## config.mk

```make
export PLATFORM = sky130hd
export DESIGN_NAME = al_mode_ctrl
export DESIGN_NICKNAME = d
export VERILOG_FILES = /design/src/rtl/al_pkg.sv /design/src/rtl/al_bcd_inc.sv /design/src/rtl/al_mode_ctrl.sv
export SDC_FILE = /design/constraint.sdc
export NUM_CORES = 1
export LEC_CHECK = 0
export ABC_AREA = 0
export ABC_CLOCK_PERIOD_IN_PS = 8800
export CAP_MARGIN = 40
export CORE_MARGIN = 3
export CORE_UTILIZATION = 30
export CTS_BUF_LIST = sky130_fd_sc_hd__clkbuf_4
export DETAILED_ROUTE_END_ITERATION = 16
export PLACE_DENSITY = 0.57
export SYNTH_ARGS = -nofsm -noshare
export SYNTH_HDL_FRONTEND = slang
export SYNTH_SLANG_ARGS = --single-unit
```

## constraint.sdc

```tcl
create_clock -name MCLK -period 8.8 [get_ports MCLK]
set_clock_uncertainty 0.1 [all_clocks]
set_input_delay 1.32 -clock MCLK [delete_from_list [all_inputs] [get_ports MCLK]]
set_output_delay 1.32 -clock MCLK [all_outputs]
set_load 0.01 [all_outputs]
```

## src/rtl/al_pkg.sv

```systemverilog
// Shared encodings and limits for the alarm-clock mode controller.
// Time words are packed BCD: {ms_hour, ls_hour, ms_min, ls_min}.
package al_pkg;

    typedef enum logic [1:0] {
        MODE_RUN       = 2'd0,
        MODE_SET_TIME  = 2'd1,
        MODE_SET_ALARM = 2'd2
    } mode_e;

    typedef enum logic [1:0] {
        OP_TICK = 2'd0,
        OP_MIN  = 2'd1,
        OP_HOUR = 2'd2
    } op_e;

    localparam logic [7:0] HOUR_MAX = 8'h23;
    localparam logic [7:0] MIN_MAX  = 8'h59;

    typedef logic [15:0] bcd_time_t;

endpackage

```

## src/rtl/al_bcd_inc.sv

```systemverilog
// Combinational BCD increment unit shared by the timekeeping tick and the set buttons.
// TICK carries minutes into hours; MIN and HOUR wrap their own field only.
module al_bcd_inc
    import al_pkg::*;
(
    input  op_e       op,
    input  bcd_time_t din,
    output bcd_time_t dout
);

    logic [7:0] min_inc;
    logic [7:0] hour_inc;
    logic       min_wrap;

    always_comb begin
        min_wrap = (din[7:0] == MIN_MAX);

        if (min_wrap) begin
            min_inc = 8'h00;
        end else if (din[3:0] == 4'd9) begin
            min_inc = {din[7:4] + 4'd1, 4'd0};
        end else begin
            min_inc = {din[7:4], din[3:0] + 4'd1};
        end

        if (din[15:8] == HOUR_MAX) begin
            hour_inc = 8'h00;
        end else if (din[11:8] == 4'd9) begin
            hour_inc = {din[15:12] + 4'd1, 4'd0};
        end else begin
            hour_inc = {din[15:12], din[11:8] + 4'd1};
        end

        case (op)
            OP_TICK: dout = min_wrap ? {hour_inc, 8'h00} : {din[15:8], min_inc};
            OP_MIN:  dout = {din[15:8], min_inc};
            OP_HOUR: dout = {hour_inc, din[7:0]};
            default: dout = din;
        endcase
    end

endmodule

```

## src/rtl/al_mode_ctrl.sv

```systemverilog
// Alarm-clock mode controller: mode FSM, button edge capture, one-op-per-cycle
// arbitration of the shared BCD incrementer, time/alarm registers, display mux, alarm latch.
module al_mode_ctrl
    import al_pkg::*;
(
    input  logic        MCLK,
    input  logic        int_reset,
    input  logic        one_minute,
    input  logic        btn_min,
    input  logic        btn_hour,
    input  logic        sw_time_set,
    input  logic        sw_alarm_set,
    input  logic        sw_alarm_view,
    input  logic        alarm_en,
    output logic [15:0] time_bcd,
    output logic [15:0] alarm_bcd,
    output logic [15:0] disp_word,
    output logic [1:0]  mode,
    output logic        alarm_ring
);

    mode_e     state_q, state_d;
    logic      btn_min_q, btn_min_d, btn_hour_q, btn_hour_d;
    logic      pend_min_q, pend_min_d, pend_hour_q, pend_hour_d;
    bcd_time_t time_q, time_d, alarm_q, alarm_d, disp_q, disp_d;
    logic      ring_q, ring_d, match_q, match_d;

    logic      rise_min, rise_hour, in_set, state_chg;
    logic      grant_tick, grant_min, grant_hour;
    op_e       inc_op;
    bcd_time_t inc_in, inc_out;

    al_bcd_inc u_inc (
        .op   (inc_op),
        .din  (inc_in),
        .dout (inc_out)
    );

    // Arbitration and incrementer operand select; the tick always wins the shared unit.
    always_comb begin
        state_d = MODE_RUN;
        if (sw_time_set) begin
            state_d = MODE_SET_TIME;
        end else if (sw_alarm_set) begin
            state_d = MODE_SET_ALARM;
        end
        state_chg  = (state_d != state_q);
        in_set     = (state_q != MODE_RUN);
        rise_min   = btn_min & ~btn_min_q;
        rise_hour  = btn_hour & ~btn_hour_q;
        grant_tick = one_minute && (state_q != MODE_SET_TIME);
        grant_min  = !grant_tick && in_set && pend_min_q;
        grant_hour = !grant_tick && !grant_min && in_set && pend_hour_q;

        inc_op = OP_TICK;
        inc_in = time_q;
        if (!grant_tick) begin
            inc_op = grant_min ? OP_MIN : OP_HOUR;
            inc_in = (state_q == MODE_SET_ALARM) ? alarm_q : time_q;
        end
    end

    always_comb begin
        btn_min_d  = btn_min;
        btn_hour_d = btn_hour;
        time_d     = time_q;
        alarm_d    = alarm_q;

        if (grant_tick) begin
            time_d = inc_out;
        end else if (grant_min || grant_hour) begin
            if (state_q == MODE_SET_ALARM) begin
                alarm_d = inc_out;
            end else begin
                time_d = inc_out;
            end
        end

        // Flags are presence bits, not counters; a mode change discards them.
        pend_min_d  = (pend_min_q & ~grant_min) | (rise_min & in_set);
        pend_hour_d = (pend_hour_q & ~grant_hour) | (rise_hour & in_set);
        if (state_chg) begin
            pend_min_d  = 1'b0;
            pend_hour_d = 1'b0;
        end

        // The match is staged one cycle so the ring follows the tick update.
        match_d = grant_tick && alarm_en && (inc_out == alarm_q);
        ring_d  = ring_q | match_q;
        if (rise_min || rise_hour || !alarm_en ||
            (state_d == MODE_SET_TIME && state_q != MODE_SET_TIME)) begin
            ring_d = 1'b0;
        end

        if (state_q == MODE_SET_ALARM || (state_q == MODE_RUN && sw_alarm_view)) begin
            disp_d = alarm_q;
        end else begin
            disp_d = time_q;
        end
    end

    always_ff @(posedge MCLK or posedge int_reset) begin
        if (int_reset) begin
            state_q     <= MODE_RUN;
            btn_min_q   <= 1'b0;
            btn_hour_q  <= 1'b0;
            pend_min_q  <= 1'b0;
            pend_hour_q <= 1'b0;
            time_q      <= 16'h0000;
            alarm_q     <= 16'h0000;
            disp_q      <= 16'h0000;
            ring_q      <= 1'b0;
            match_q     <= 1'b0;
        end else begin
            state_q     <= state_d;
            btn_min_q   <= btn_min_d;
            btn_hour_q  <= btn_hour_d;
            pend_min_q  <= pend_min_d;
            pend_hour_q <= pend_hour_d;
            time_q      <= time_d;
            alarm_q     <= alarm_d;
            disp_q      <= disp_d;
            ring_q      <= ring_d;
            match_q     <= match_d;
        end
    end

    assign time_bcd   = time_q;
    assign alarm_bcd  = alarm_q;
    assign disp_word  = disp_q;
    assign mode       = state_q;
    assign alarm_ring = ring_q;

endmodule

```

==> reports/results.txt, run 1 <==
status: completed
post-route clock period utilization: 64.6%
crit path cell chain: clkdlybuf4s50_1, nor3b_4, mux2i_1, ha_1, nand4b_1, nor4_1, o21ai_1, a21oi_1, a22o_1, xor2_1, or4_1, nor4_2
critical setup path kind: in2reg
mapped cell area: 3690 um^2
PortBufs: 59
CP required: 9.00 ns
Cell Rows: 39
cts hold-fix bufs: 0
FFs w/ async S/R, synth: 100%
synth unique cells: 63
Hold WC Path Type: reg2reg
Mapped Avg Cell Area: 8.52 um^2
ranking of synthesized cells by area: dfrtp_1 (38%), nand2_1 (6.9%), mux2_2 (5.2%)
Die ar.: 13700 um^2
Syn Nets: 447
share of the synthesized area in the top cell type: 38.0%
Most used DFF post-synth: dfrtp_1
fraction of layout cells with a size suffix above 1: 8.54%
DRT Pass-1 Iters: 5
Largest stage delay, worst path: 0.80 ns
synth warn: 0
maximum vdd ir drop: 90.4 uV
initial antenna violation count: 0
vias in the first global route: 3239
Slew Limit Headroom: 43.0%
root buffer cell: clkbuf_4
total CTS buffers: 5
Synth area leader: dfrtp_1
DR vias: 3439
number of setup buffers added after CTS: 0
Die X: 117 um
Die H: 117 um
Layout Area Growth over Synthesis: 21.5%
worst skew pair latency: 0.39 ns
Crit-path slowest cell: nor3b_4
Power Dens Cells: 249 nW/um^2
drt via density: 5.52
Synth Register Bits: 56
initial core utilization: 31.5%
Cell Count, Final, Fillers Out: 623
Final setup viols: 0
post_cts resized: 0
Ports: 60
Seq/Total Area, Yosys: 38.0%
largest net degree at the start of global routing: 57
core area: 11700 um^2
Crit. End Element: register
grt ovf: 0
Final ANT Viol Nets: 0
WP buf/inv: 1
Clock Path Buffers: 2
RSZ-0062 raised after global routing: no
Total GRT Usage: 16.5%
Worst Tran Pin Value: 0.854 ns
clk sinks: 56
average wire per standard cell: 17.8 um
CP Launch Type: input port
WL final: 11100 um
Max Slew Vio Count: 0
dpl hpwl: 7900 um
Fmax: 176 MHz
CP delay by family, top: simple AND/OR/NAND/NOR gates
Mapped Cells: 433
TritonCTS clock tree: done
first-pass GRT wire length: 17600 um
EDFF count, synth: 0
Hold WS: 0.472 ns
LEAKAGE: 1.78 nW
Antenna Cells: 0
fin nets: 493
CP Data Arrival Time: 5.89 ns
DRC Markers: 0
MaxCap Viol Count: 0
Hold Vio Cnt, Final: 0
placed insts: 615
GPL Wtd Cong: 0.886
crit path max fanout: 16
post-route setup TNS: 0 ns
number of DRC markers in iteration 0: 212
htree depth: 2
clock slew at reported path FFs: 0.16 ns
Period minus WS final: 5.69 ns
-- tightest hold or removal path, stage by stage, from the launching register on --
cell and delay (ns):
dfrtp_1 0.42, nand2_1 0.06, o21ai_0 0.07
-- synth_stat cells, drive strengths merged, types with 6 or more instances --
cell type,n
nand2,68
dfrtp,56
o21ai,44
nor2,31
a21oi,26
clkbuf,24
mux2,18
nand3,14
inv,13
xnor2,10
mux2i,9
nor3,8
and2,6
-- sequential cells by signal, indices dropped and copies added, names as in the netlist --
signal,cells
match_q,1
mode,2
pend_hour_q,1
disp_word,16
alarm_bcd,16
time_bcd,16
btn_hour_q,1
pend_min_q,1
alarm_ring,1
btn_min_q,1
-- power breakdown --
part / leakage, nW / internal (mW) / switching, mW
combinational: 1.05 / 0.287 / 0.278
clock: 0.0338 / 0.0371 / 0.0796
sequential: 0.694 / 0.326 / 0.108
-- layout by cell type, fill, tap and decap left out, types with 3 or more instances in the layout --
cell type / count
nand2_1: 68
clkdlybuf4s50_1: 59
dfrtp_1: 56
nor2_1: 31
o21ai_0: 30
a21oi_1: 25
mux2_2: 17
nand3_1: 14
o21ai_1: 12
inv_1: 12
xnor2_1: 10
mux2i_1: 9
nor3_1: 8
clkbuf_4: 7
and2_1: 6
nand2b_1: 5
nand4_1: 5
o211ai_1: 5
a31oi_1: 5
xor2_1: 5
ha_1: 5
buf_4: 5
nor4bb_1: 4
a22o_1: 4
or4_1: 4
nor2b_1: 4
o31ai_1: 4
a32o_1: 4
nor3b_1: 3
o22ai_1: 3
nand3b_1: 3
o2111ai_1: 3
-- cells by family after synthesis --
| kind of cell | share of synthesized area [%] |
|---|---|
| buffers and inverters | 4.04 |
| DFF | 38.0 |
| xor gates and xnor gates | 3.56 |
| and+or+nand+nor | 24.8 |
| AOI/OAI and AO/OA | 19.9 |
| muxes | 7.94 |
| adders and majority gates | 1.70 |
-- area by class of cell --
cell class | count | area (um^2)
Clock buffer | 7 | 52.6
Clock inverter | 1 | 3.75
Fill cell | 1211 | 7230
Inverter | 13 | 48.8
Multi-Input combinational cell | 338 | 2150
Sequential cell | 56 | 1400
Tap cell | 143 | 179
Timing Repair Buffer | 65 | 643
-- metal layers --
| metal | track usage (%) | up-vias | wire [um] |
|---|---|---|---|
| met5 | 0 | - | 0 |
| met4 | 5.89 | 0 | 348 |
| met3 | 2.62 | 32 | 561 |
| met2 | 26.2 | 118 | 5150 |
| met1 | 22.9 | 1627 | 5030 |
| li1 | - | 1662 | - |
-- per-stage QoR --
step / power (mW) / setup WS, ns / area [um^2] / util, %
2_1_floorplan: 0.755 / 3.80 / 3690 / -
3_3_place_gp: 1.00 / 3.00 / 4410 / 37.6
3_5_place_dp: 1.00 / 2.84 / 4420 / 37.8
4_1_cts: 1.13 / 3.23 / 4480 / 38.3
5_1_grt: 1.21 / 2.87 / 4480 / 38.3
6_report: 1.12 / 3.11 / 4480 / 38.3
-- worst paths after layout --
check                           slack [ns]   startpoint  cells after the start             to
worst min-delay path                  0.47  time_bcd[4]                      2    time_bcd[4]
min in group asynchronous             1.34    int_reset                      3  disp_word[12]
max in group asynchronous             6.77    int_reset                      3   disp_word[3]
worst max register to register        4.04      mode[1]                     11        match_q
worst max-delay path                  3.11   one_minute                     12        match_q
worst min register to register        0.47  time_bcd[4]                      2    time_bcd[4]
No activity file was read; power rests on OpenSTA's default activity.
==> inputs of run 2 (changes only) <==
--- a/config.mk
+++ b/config.mk
@@ -6,13 +6,13 @@
 export NUM_CORES = 1
 export LEC_CHECK = 0
 export ABC_AREA = 0
-export ABC_CLOCK_PERIOD_IN_PS = 8800
+export ABC_CLOCK_PERIOD_IN_PS = 5200
 export CAP_MARGIN = 40
 export CORE_MARGIN = 3
 export CORE_UTILIZATION = 30
 export CTS_BUF_LIST = sky130_fd_sc_hd__clkbuf_4
 export DETAILED_ROUTE_END_ITERATION = 16
-export PLACE_DENSITY = 0.57
+export PLACE_DENSITY = 0.59
 export SYNTH_ARGS = -nofsm -noshare
 export SYNTH_HDL_FRONTEND = slang
 export SYNTH_SLANG_ARGS = --single-unit
==> constraint.sdc (replaced) <==
create_clock -name MCLK -period 5.2 [get_ports MCLK]
set_clock_uncertainty 0.1 [all_clocks]
set_input_delay 0.78 -clock MCLK [delete_from_list [all_inputs] [get_ports MCLK]]
set_output_delay 0.78 -clock MCLK [all_outputs]
set_load 0.01 [all_outputs]
==> reports/results.txt, run 2 (synthesis results as in run 1) <==
status: completed
MaxCap Viol Count: 0
Final ANT Viol Nets: 0
root buffer cell: clkbuf_4
Power Dens Cells: 420 nW/um^2
most frequent cells in the layout: nand2_1 (68), clkdlybuf4s50_1 (59), dfrtp_1 (56)
maximum vdd ir drop: 173 uV
critical setup path kind: in2reg
number of DRC markers in iteration 0: 220
fraction of layout cells with a size suffix above 1: 10.0%
Crit-path slowest cell: or4_1
fin nets: 501
CP Launch Type: input port
number of setup buffers added after CTS: 0
CP delay by family, top: simple AND/OR/NAND/NOR gates
post-route setup TNS: 0 ns
PortBufs: 59
Finished Core Util: 38.8%
most common cell after layout, fill and taps aside: nand2_1
CP required: 5.43 ns
Finished Cell Area: 4550 um^2
initial core utilization: 31.5%
Crit. End Element: register
Cell Rows: 39
Hold WC Path Type: reg2reg
Hold WS: 0.465 ns
Max Slew Vio Count: 0
GPL Wtd Cong: 0.908
TritonCTS clock tree: done
DR vias: 3467
Largest stage delay, worst path: 0.55 ns
grt ovf: 0
post_cts resized: 0
clk sinks: 56
average wire per standard cell: 17.4 um
Total GRT Usage: 16.9%
WP buf/inv: 2
Antenna Cells: 0
Layout Area Growth over Synthesis: 23.3%
htree depth: 2
WL final: 11000 um
Worst Tran Pin Value: 0.777 ns
Post-DP Area: 4490 um^2
initial antenna violation count: 0
CP Data Arrival Time: 4.69 ns
first-pass GRT wire length: 18100 um
DRT Pass-1 Iters: 5
Die X: 117 um
drt via density: 5.49
dpl hpwl: 8030 um
core area: 11700 um^2
Die H: 117 um
Ports: 60
crit path cell chain: clkdlybuf4s50_1, or3b_1, nand2_1, nand2_1, inv_1, ha_1, or4b_1, a2111oi_0, o32ai_1, o211ai_1, a21oi_1, or3b_1, or4_1, nor4_2
total CTS buffers: 5
Die ar.: 13700 um^2
RSZ-0062 raised after global routing: no
largest net degree at the start of global routing: 57
DRC Markers: 0
Fmax: 224 MHz
Clock Path Buffers: 2
clock slew at reported path FFs: 0.14 ns
Period minus WS final: 4.46 ns
Final setup viols: 0
cts hold-fix bufs: 0
vias in the first global route: 3356
post-route clock period utilization: 85.8%
Slew Limit Headroom: 48.2%
crit path max fanout: 6
Hold Vio Cnt, Final: 0
worst skew pair latency: 0.42 ns
LEAKAGE: 1.82 nW
-- run 2: changes by cell type in the layout (fill, tap and decap cells not counted) --
cell,delta
buf_4,+7
buf_8,+1
-- run 2: through the flow --
step,cells,setup WS (ns),power [mW]
after floorplan,433,0.735,1.28
after global placement,620,0.476,1.71
after detailed placement,623,0.375,1.71
after CTS,631,0.832,1.93
after global routing,631,0.598,2.07
final,631,0.739,1.91
-- run 2: power breakdown --
part / internal, mW / leakage [nW] / total [mW] / switching [mW]
combinational: 0.497 / 1.09 / 0.967 / 0.470
clock: 0.0627 / 0.0338 / 0.203 / 0.140
sequential: 0.553 / 0.694 / 0.739 / 0.186
-- run 2: worst reg2reg max path: cells and delay by family (launching register included) --
kind	cells	cell delay, ns
AND/OR/NAND/NOR	7	2.14
AO/OA/AOI/OAI	4	0.95
flip-flops	1	0.63
adder cells (fa/ha/maj)	1	0.17
buffers and inverters	1	0.11
-- run 2: final cells by class --
| type | instances | area [um^2] |
|---|---|---|
| clock buffer | 7 | 52.6 |
| tap | 143 | 179 |
| fill | 1204 | 7160 |
| inverter | 13 | 48.8 |
| timing repair buffer | 73 | 711 |
| sequential | 56 | 1400 |
| multi-input combinational | 338 | 2150 |
| clock inverter | 1 | 3.75 |
-- run 2: worst paths after layout --
kind | start | endpoint | slack, ns | depth (start not counted)
min in group asynchronous | int_reset | disp_word[1] | 0.76 | 3
setup reg to reg | mode[1] | match_q | 1.03 | 13
setup / recovery | one_minute | match_q | 0.74 | 14
hold / removal | time_bcd[4] | time_bcd[4] | 0.46 | 2
max in group asynchronous | int_reset | alarm_bcd[9] | 3.76 | 3
hold reg to reg | time_bcd[4] | time_bcd[4] | 0.46 | 2
-- run 2: routing by layer --
| layer | part of all wire, % | wire, um | up-vias | track usage [%] |
|---|---|---|---|---|
| met5 | 0 | 0 | - | 0 |
| met4 | 1.3 | 142 | 0 | 5.20 |
| met3 | 5.4 | 594 | 12 | 3.08 |
| met2 | 48 | 5270 | 102 | 27.3 |
| met1 | 45 | 5000 | 1683 | 23.2 |
| li1 | - | - | 1670 | - |
==> inputs of run 3 (changes only) <==
--- a/config.mk
+++ b/config.mk
@@ -11,6 +11,7 @@
 export CORE_MARGIN = 3
 export CORE_UTILIZATION = 30
 export CTS_BUF_LIST = sky130_fd_sc_hd__clkbuf_4
+export CTS_CLUSTER_SIZE = 10
 export DETAILED_ROUTE_END_ITERATION = 16
 export PLACE_DENSITY = 0.59
 export SYNTH_ARGS = -nofsm -noshare
==> results of run 3 <==
Final layout, timing and power as in run 2 (identical DEF).
